## src/rtl/memory_stage_pkg.sv

```systemverilog
// Shared types and constants for the MEM pipeline stage.
// Lane constants assume a 32-bit datapath split into four byte lanes.
package memory_stage_pkg;
  localparam int BYTE_LANES = 4;
  localparam logic [BYTE_LANES-1:0] BYTE_EN_BYTE = 4'b0001;
  localparam logic [BYTE_LANES-1:0] BYTE_EN_HALF = 4'b0011;

  typedef enum logic [1:0] {MEM_NONE = 2'd0, MEM_LOAD = 2'd1, MEM_STORE = 2'd2} mem_op_e;
  typedef enum logic [1:0] {SZ_BYTE = 2'd0, SZ_HALF = 2'd1, SZ_WORD = 2'd2} mem_size_e;
  typedef enum logic [1:0] {IDLE = 2'd0, REQ = 2'd1, WAIT = 2'd2} mem_state_e;

  typedef logic mem_write_signal;

  function automatic logic is_misaligned(input logic [1:0] offset, input mem_size_e size);
    case (size)
      SZ_BYTE: return 1'b0;
      SZ_HALF: return offset[0];
      default: return |offset;
    endcase
  endfunction
endpackage

```

## src/rtl/memory_stage_aligner.sv

```systemverilog
// Combinational lane steering: byte enables, store replication,
// load extraction/extension and misalignment detection.
module load_store_aligner
  import memory_stage_pkg::*;
#(
  parameter int WORD = 32
) (
  input  logic [1:0]            offset,
  input  mem_size_e             size,
  input  logic                  load_signed,
  input  logic [WORD-1:0]       store_data,
  input  logic [WORD-1:0]       rdata,
  output logic [BYTE_LANES-1:0] byte_en,
  output logic [WORD-1:0]       wdata,
  output logic [WORD-1:0]       load_data,
  output logic                  misaligned
);
  logic [WORD-1:0] shifted;

  assign misaligned = is_misaligned(offset, size);

  always_comb begin
    case (size)
      SZ_BYTE: byte_en = BYTE_EN_BYTE << offset;
      SZ_HALF: byte_en = BYTE_EN_HALF << offset;
      default: byte_en = '1;
    endcase
  end

  // Each lane picks the byte it would carry for any legal offset, so the
  // memory only has to honour byte_en.
  for (genvar l = 0; l < BYTE_LANES; l++) begin : g_lane
    assign wdata[8*l +: 8] = (size == SZ_BYTE) ? store_data[7:0] :
                             (size == SZ_HALF) ? store_data[8*(l%2) +: 8] :
                                                 store_data[8*l +: 8];
  end

  assign shifted = rdata >> {offset, 3'b000};

  always_comb begin
    case (size)
      SZ_BYTE: load_data = {{(WORD-8){load_signed & shifted[7]}}, shifted[7:0]};
      SZ_HALF: load_data = {{(WORD-16){load_signed & shifted[15]}}, shifted[15:0]};
      default: load_data = rdata;
    endcase
  end
endmodule

```

## src/rtl/memory_stage.sv

```systemverilog
// MEM pipeline stage: EX/MEM register, data-memory handshake FSM,
// WB register and MEM/WB forwarding sources.
module memory_stage
  import memory_stage_pkg::*;
#(
  parameter int WORD       = 32,
  parameter int ADDR_WIDTH = 4
) (
  input  logic                  clk_i,
  input  logic                  rst_n_i,
  input  logic                  ex_valid_i,
  input  mem_op_e               mem_op_i,
  input  mem_size_e             mem_size_i,
  input  logic                  load_signed_i,
  input  logic [WORD-1:0]       alu_result_i,
  input  logic [WORD-1:0]       store_data_i,
  input  logic [ADDR_WIDTH-1:0] reg_dest_i,
  input  mem_write_signal       reg_write_en_i,
  output logic                  stall_o,
  output logic                  dmem_req_valid_o,
  input  logic                  dmem_req_ready_i,
  output logic                  dmem_we_o,
  output logic [WORD-1:0]       dmem_addr_o,
  output logic [WORD-1:0]       dmem_wdata_o,
  output logic [BYTE_LANES-1:0] dmem_byte_en_o,
  input  logic                  dmem_rsp_valid_i,
  input  logic [WORD-1:0]       dmem_rdata_i,
  output logic [ADDR_WIDTH-1:0] reg_dest_MEM_o,
  output logic [WORD-1:0]       reg_data_MEM_o,
  output logic                  mem_write_en_MEM_o,
  output logic [ADDR_WIDTH-1:0] reg_dest_WB_o,
  output logic [WORD-1:0]       reg_data_WB_o,
  output logic                  mem_write_en_WB_o,
  output logic                  align_fault_o
);
  typedef struct packed {
    logic                  valid;
    mem_op_e               op;
    mem_size_e             size;
    logic                  sgn;
    logic [WORD-1:0]       addr;
    logic [WORD-1:0]       sdata;
    logic [ADDR_WIDTH-1:0] dest;
    logic                  we;
  } mem_slot_t;

  typedef struct packed {
    logic [ADDR_WIDTH-1:0] dest;
    logic [WORD-1:0]       data;
    logic                  we;
  } wb_slot_t;

  mem_state_e            state_q, state_d;
  mem_slot_t             mem_q, mem_d;
  wb_slot_t              wb_q, wb_d;
  logic                  complete, start_access, fault, req;
  logic                  mis;
  logic [BYTE_LANES-1:0] lane_be;
  logic [WORD-1:0]       lane_wdata, ld_data;

  assign mem_d = '{valid: ex_valid_i, op: mem_op_i, size: mem_size_i, sgn: load_signed_i,
                   addr: alu_result_i, sdata: store_data_i, dest: reg_dest_i, we: reg_write_en_i};

  load_store_aligner #(.WORD(WORD)) u_aligner (
    .offset      (mem_q.addr[1:0]),
    .size        (mem_q.size),
    .load_signed (mem_q.sgn),
    .store_data  (mem_q.sdata),
    .rdata       (dmem_rdata_i),
    .byte_en     (lane_be),
    .wdata       (lane_wdata),
    .load_data   (ld_data),
    .misaligned  (mis)
  );

  // A misaligned access never leaves IDLE; it just drains like an ALU op.
  assign start_access = ex_valid_i && (mem_op_i != MEM_NONE) &&
                        !is_misaligned(alu_result_i[1:0], mem_size_i);

  always_comb begin
    state_d  = state_q;
    complete = 1'b0;
    case (state_q)
      IDLE: complete = 1'b1;
      REQ: begin
        if (dmem_req_ready_i) begin
          if (mem_q.op == MEM_STORE) complete = 1'b1;
          else                       state_d  = WAIT;
        end
      end
      WAIT:    complete = dmem_rsp_valid_i;
      default: complete = 1'b1;
    endcase
    if (complete) state_d = start_access ? REQ : IDLE;
  end

  assign fault = (state_q == IDLE) && mem_q.valid && (mem_q.op != MEM_NONE) && mis;

  always_comb begin
    wb_d = '0;
    if (complete && mem_q.valid) begin
      wb_d.dest = mem_q.dest;
      wb_d.data = (mem_q.op == MEM_LOAD) ? ld_data : mem_q.addr;
      wb_d.we   = mem_q.we && (mem_q.op != MEM_STORE) && !fault;
    end
  end

  always_ff @(posedge clk_i or negedge rst_n_i) begin
    if (!rst_n_i) begin
      state_q <= IDLE;
      mem_q   <= '0;
      wb_q    <= '0;
    end else begin
      state_q <= state_d;
      wb_q    <= wb_d;
      if (complete) mem_q <= mem_d;
    end
  end

  assign req              = (state_q == REQ);
  assign stall_o          = !complete;
  assign dmem_req_valid_o = req;
  assign dmem_we_o        = req && (mem_q.op == MEM_STORE);
  assign dmem_addr_o      = req ? {mem_q.addr[WORD-1:2], 2'b00} : '0;
  assign dmem_wdata_o     = req ? lane_wdata : '0;
  assign dmem_byte_en_o   = req ? lane_be : '0;
  assign align_fault_o    = fault;

  // Loads are never forwarded from MEM: their data does not exist yet.
  assign reg_dest_MEM_o     = mem_q.valid ? mem_q.dest : '0;
  assign reg_data_MEM_o     = mem_q.valid ? mem_q.addr : '0;
  assign mem_write_en_MEM_o = mem_q.valid && mem_q.we && (mem_q.op != MEM_LOAD);

  assign reg_dest_WB_o     = wb_q.dest;
  assign reg_data_WB_o     = wb_q.data;
  assign mem_write_en_WB_o = wb_q.we;
endmodule

```

## config.mk

```make
export PLATFORM = sky130hd
export DESIGN_NAME = memory_stage
export DESIGN_NICKNAME = d
export VERILOG_FILES = /design/src/rtl/memory_stage_pkg.sv /design/src/rtl/memory_stage_aligner.sv /design/src/rtl/memory_stage.sv
export SDC_FILE = /design/constraint.sdc
export NUM_CORES = 1
export LEC_CHECK = 0
export CAP_MARGIN = 10
export CELL_PAD_IN_SITES_DETAIL_PLACEMENT = 1
export CELL_PAD_IN_SITES_GLOBAL_PLACEMENT = 1
export CORE_UTILIZATION = 30
export DETAILED_ROUTE_END_ITERATION = 12
export PLACE_DENSITY_LB_ADDON = 0.1
export RECOVER_POWER = 25
export SYNTH_ARGS = -nofsm -noshare
export SYNTH_HDL_FRONTEND = slang
export SYNTH_SLANG_ARGS = --single-unit
```

## constraint.sdc

```tcl
create_clock -name clk_i -period 2.7 [get_ports clk_i]
set_input_delay 0.81 -clock clk_i [delete_from_list [all_inputs] [get_ports clk_i]]
set_output_delay 0.81 -clock clk_i [all_outputs]
set_load 0.01 [all_outputs]
```

==> reports/metrics.yaml <==
initial_core_util: 0.307
place_inst: 1211
holdCritPathClass: "flip-flop to flip-flop"
async_reset_ff_frac: 1.00
skew_ns: 0.00592
fin_cells: 1249
synthCells: 710
grt_max_degree: 84
ctsRootBufferMaster: "clkbuf_16"
coreArea_um2: 19500
end_kind: "output port"
detail-route-antenna-nets: 0
synth_edf_count: 0
pre_cts_ws_ns: -0.246
fin_ws_ns: 0.0816
max_slew_margin: 0.101
crit_fanout: 8
ys_ff_latch: 114
grt_first_pass_wirelength_um: 35600
wl_um: 23800
path_class: "flip-flop to output port"
critPathBufInv: 2
setup.worst_path.start_class: "flip-flop"
clk_pin_slew_worst_paths_ns: 0.05
yosys.area.top_type: "dfrtp_1"
fmax_mhz: 382
min_from: "mem_q[35]$_DFFE_PN0P_"
reg2reg_slack_ns: 0.53
required_ns: 1.89
die_y_um: 143
cts_made_buffers: 17
hold_viol: 0
place_congestion: 0.831
nNetsFinal: 1084
antenna_found_initial: 3
synth_cell_type_count: 46
crit_family: "buffers and inverters"
h-tree-depth: 4
ys_seq_area_frac: 0.478
multi_input_area_um2: 2910
cts_num_sinks: 114
wire_per_inst_um: 19.1
synth_top_cell_area_share: 0.478
grt_pass1_vias: 6313
synthTopCellsByArea: "dfrtp_1 48%, nand2_1 15%, and2_1 8.5%"
outcome: "complete, no violations"
register_area_um2: 2860
final_common_cell: "nand2_1"
crit_cells: 5
port_buffers: 254
post-route-min-period_ns: 2.62
setup_viol: 0
maxCapViolCount: 0
final_cell_mix: "242 x nand2_1, 181 x clkdlybuf4s50_1, 110 x dfrtp_1, 81 x and2_1, 45 x dlymetal6s2s_1"
cp_cell_sequence: "nor2_1, buf_4, nand2_1, a21boi_1, dlygate4sd2_1"
ir_drop_mv: 0.467
rows: 51
drc: 0
fillCellCount: 2244
worst_r2r_endpoint: "mem_q[19]$_DFFE_PN0P_"
dp_hpwl_um: 17100
critPathSlowestCell: "dfrtp_2"
rr_worst_depth: 8
whs_endpoint: "mem_q[35]$_DFFE_PN0P_"
die_x_um: 143
final_max_slew_viol_count: 0
worstSkewPairLatency_ns: 0.41
first_iter_violations: 238
min_path_cells: 2
grt_use_total: 0.233
clockBufferDepth: 2
max_stage_delay_ns: 0.44
finish.utilization: 0.505
syn_area_um2: 5970
vias_per_cell: 4.89
cts_tree: "yes"
die-area_um2: 20500
p_leak_nw: 5.27
syn_to_final_growth_pct: 64.5
r2r_start: "state_q[1]$_DFFE_PN0P_"
drt_first_pass_iters: 4
syn_area_per_cell_um2: 8.41
vias: 6109
ios: 257
yosysWarnings: 0
fin_crit_sh: 0.970
cp_data_arrival_time_ns: 1.81
synth_flop_cell: "dfrtp_1"
layout-drive-gt1-share: 0.0977
worst_pin_slew_ns: 1.35
power_density_nw_per_um2: 747
grt_overflow_total: 0
## report_power, final
group	leakage [nW]	switching, mW	internal [mW]	total [mW]
Sequential	1.40	0.269	2.04	2.31
Clock	0.309	0.840	1.66	2.50
Combinational	3.56	1.28	1.25	2.52
Total	5.27	2.38	4.95	7.33
## metal layers
layer	wire [µm]	track usage	share of wire	up-vias
met5	13	0	0.00055	-
met4	382	0.0696	0.016	2
met3	1520	0.0600	0.064	28
met2	11900	0.403	0.50	198
met1	10100	0.282	0.42	3017
li1	-	-	-	2864
## layout make-up
class	count	share of cell area
Antenna cell	1	0.000255
Clock buffer	19	0.0451
Clock inverter	13	0.0213
Inverter	10	0.00382
Multi-Input combinational cell	534	0.296
Sequential cell	114	0.291
Tap cell	265	0.0338
Timing Repair Buffer	293	0.308
## worst register-to-register path, cell delays in order, from the launching register on
cell,delay [ns]
dfrtp_1,0.39
inv_2,0.09
ha_4,0.18
buf_12,0.15
nand4b_1,0.17
nand2_4,0.13
buf_4,0.69
nand2_1,0.22
nand2_1,0.10
## worst max path at each step
stage                                      start               end
final                      mem_q[71]$_DFFE_PN0P_  dmem_wdata_o[11]
after global routing      state_q[1]$_DFFE_PN0P_  dmem_wdata_o[27]
after CTS                 state_q[1]$_DFFE_PN0P_  dmem_wdata_o[17]
after detailed placement        dmem_rsp_valid_i           stall_o
after global placement          dmem_rsp_valid_i           stall_o
after floorplan                 dmem_rsp_valid_i           stall_o
## synthesized netlist by cell type (2+ instances only)
master / number
nor2b_1: 12
mux2_2: 8
dfrtp_1: 114
buf_2: 6
a211oi_1: 16
a22o_1: 6
a31oi_1: 2
inv_1: 8
nor4_1: 3
buf_4: 2
clkbuf_1: 42
and3_1: 20
nor2_1: 21
mux2i_1: 17
buf_6: 2
o21ai_0: 30
o22ai_1: 14
a222oi_1: 6
a21boi_0: 8
nand3_1: 2
and2_1: 81
nand2_1: 243
ha_1: 3
a21oi_1: 19
o21a_1: 3
a21o_1: 2
## kinds of logic (layout without fill, tap and decap cells)
group	count (synthesis)	after routing	synth area share
and+or+nand+nor	389	389	0.299
AOI/OAI and AO/OA	114	114	0.124
DFF	114	114	0.478
buffers and inverters	63	335	0.0446
muxes	26	26	0.0473
adders and majority gates	3	3	0.00628
other	1	3	0.000628
## timing repair
action | CTS | global route
cloned | 0 | 2
hold buffers | 0 | 0
pin swaps | 1 | 2
setup buffers | 1 | 2
resized for setup | 42 | 58
endpoints found under the setup margin | 88 | 59
## per-stage QoR
| stage | power, mW | cell area [µm²] | TNS, ns | hold slack, ns |
|---|---|---|---|---|
| 2_1_floorplan | 3.44 | 5980 | 0 | 0.438 |
| 3_3_place_gp | 4.77 | 8970 | -0.245 | 0.450 |
| 3_5_place_dp | 4.86 | 8970 | -0.246 | 0.456 |
| 4_1_cts | 7.37 | 9620 | -7.39 | 0.348 |
| 5_1_grt | 7.72 | 9820 | -0.00218 | 0.486 |
| 6_report | 7.33 | 9820 | 0 | 0.464 |
## sequential cells by signal, summed over array words and instances (netlist names)
register and cells:
reg_data_WB_o 32, mem_q 75, state_q 2, reg_dest_WB_o 4, mem_write_en_WB_o 1
Power figures use the tool's default switching activity.
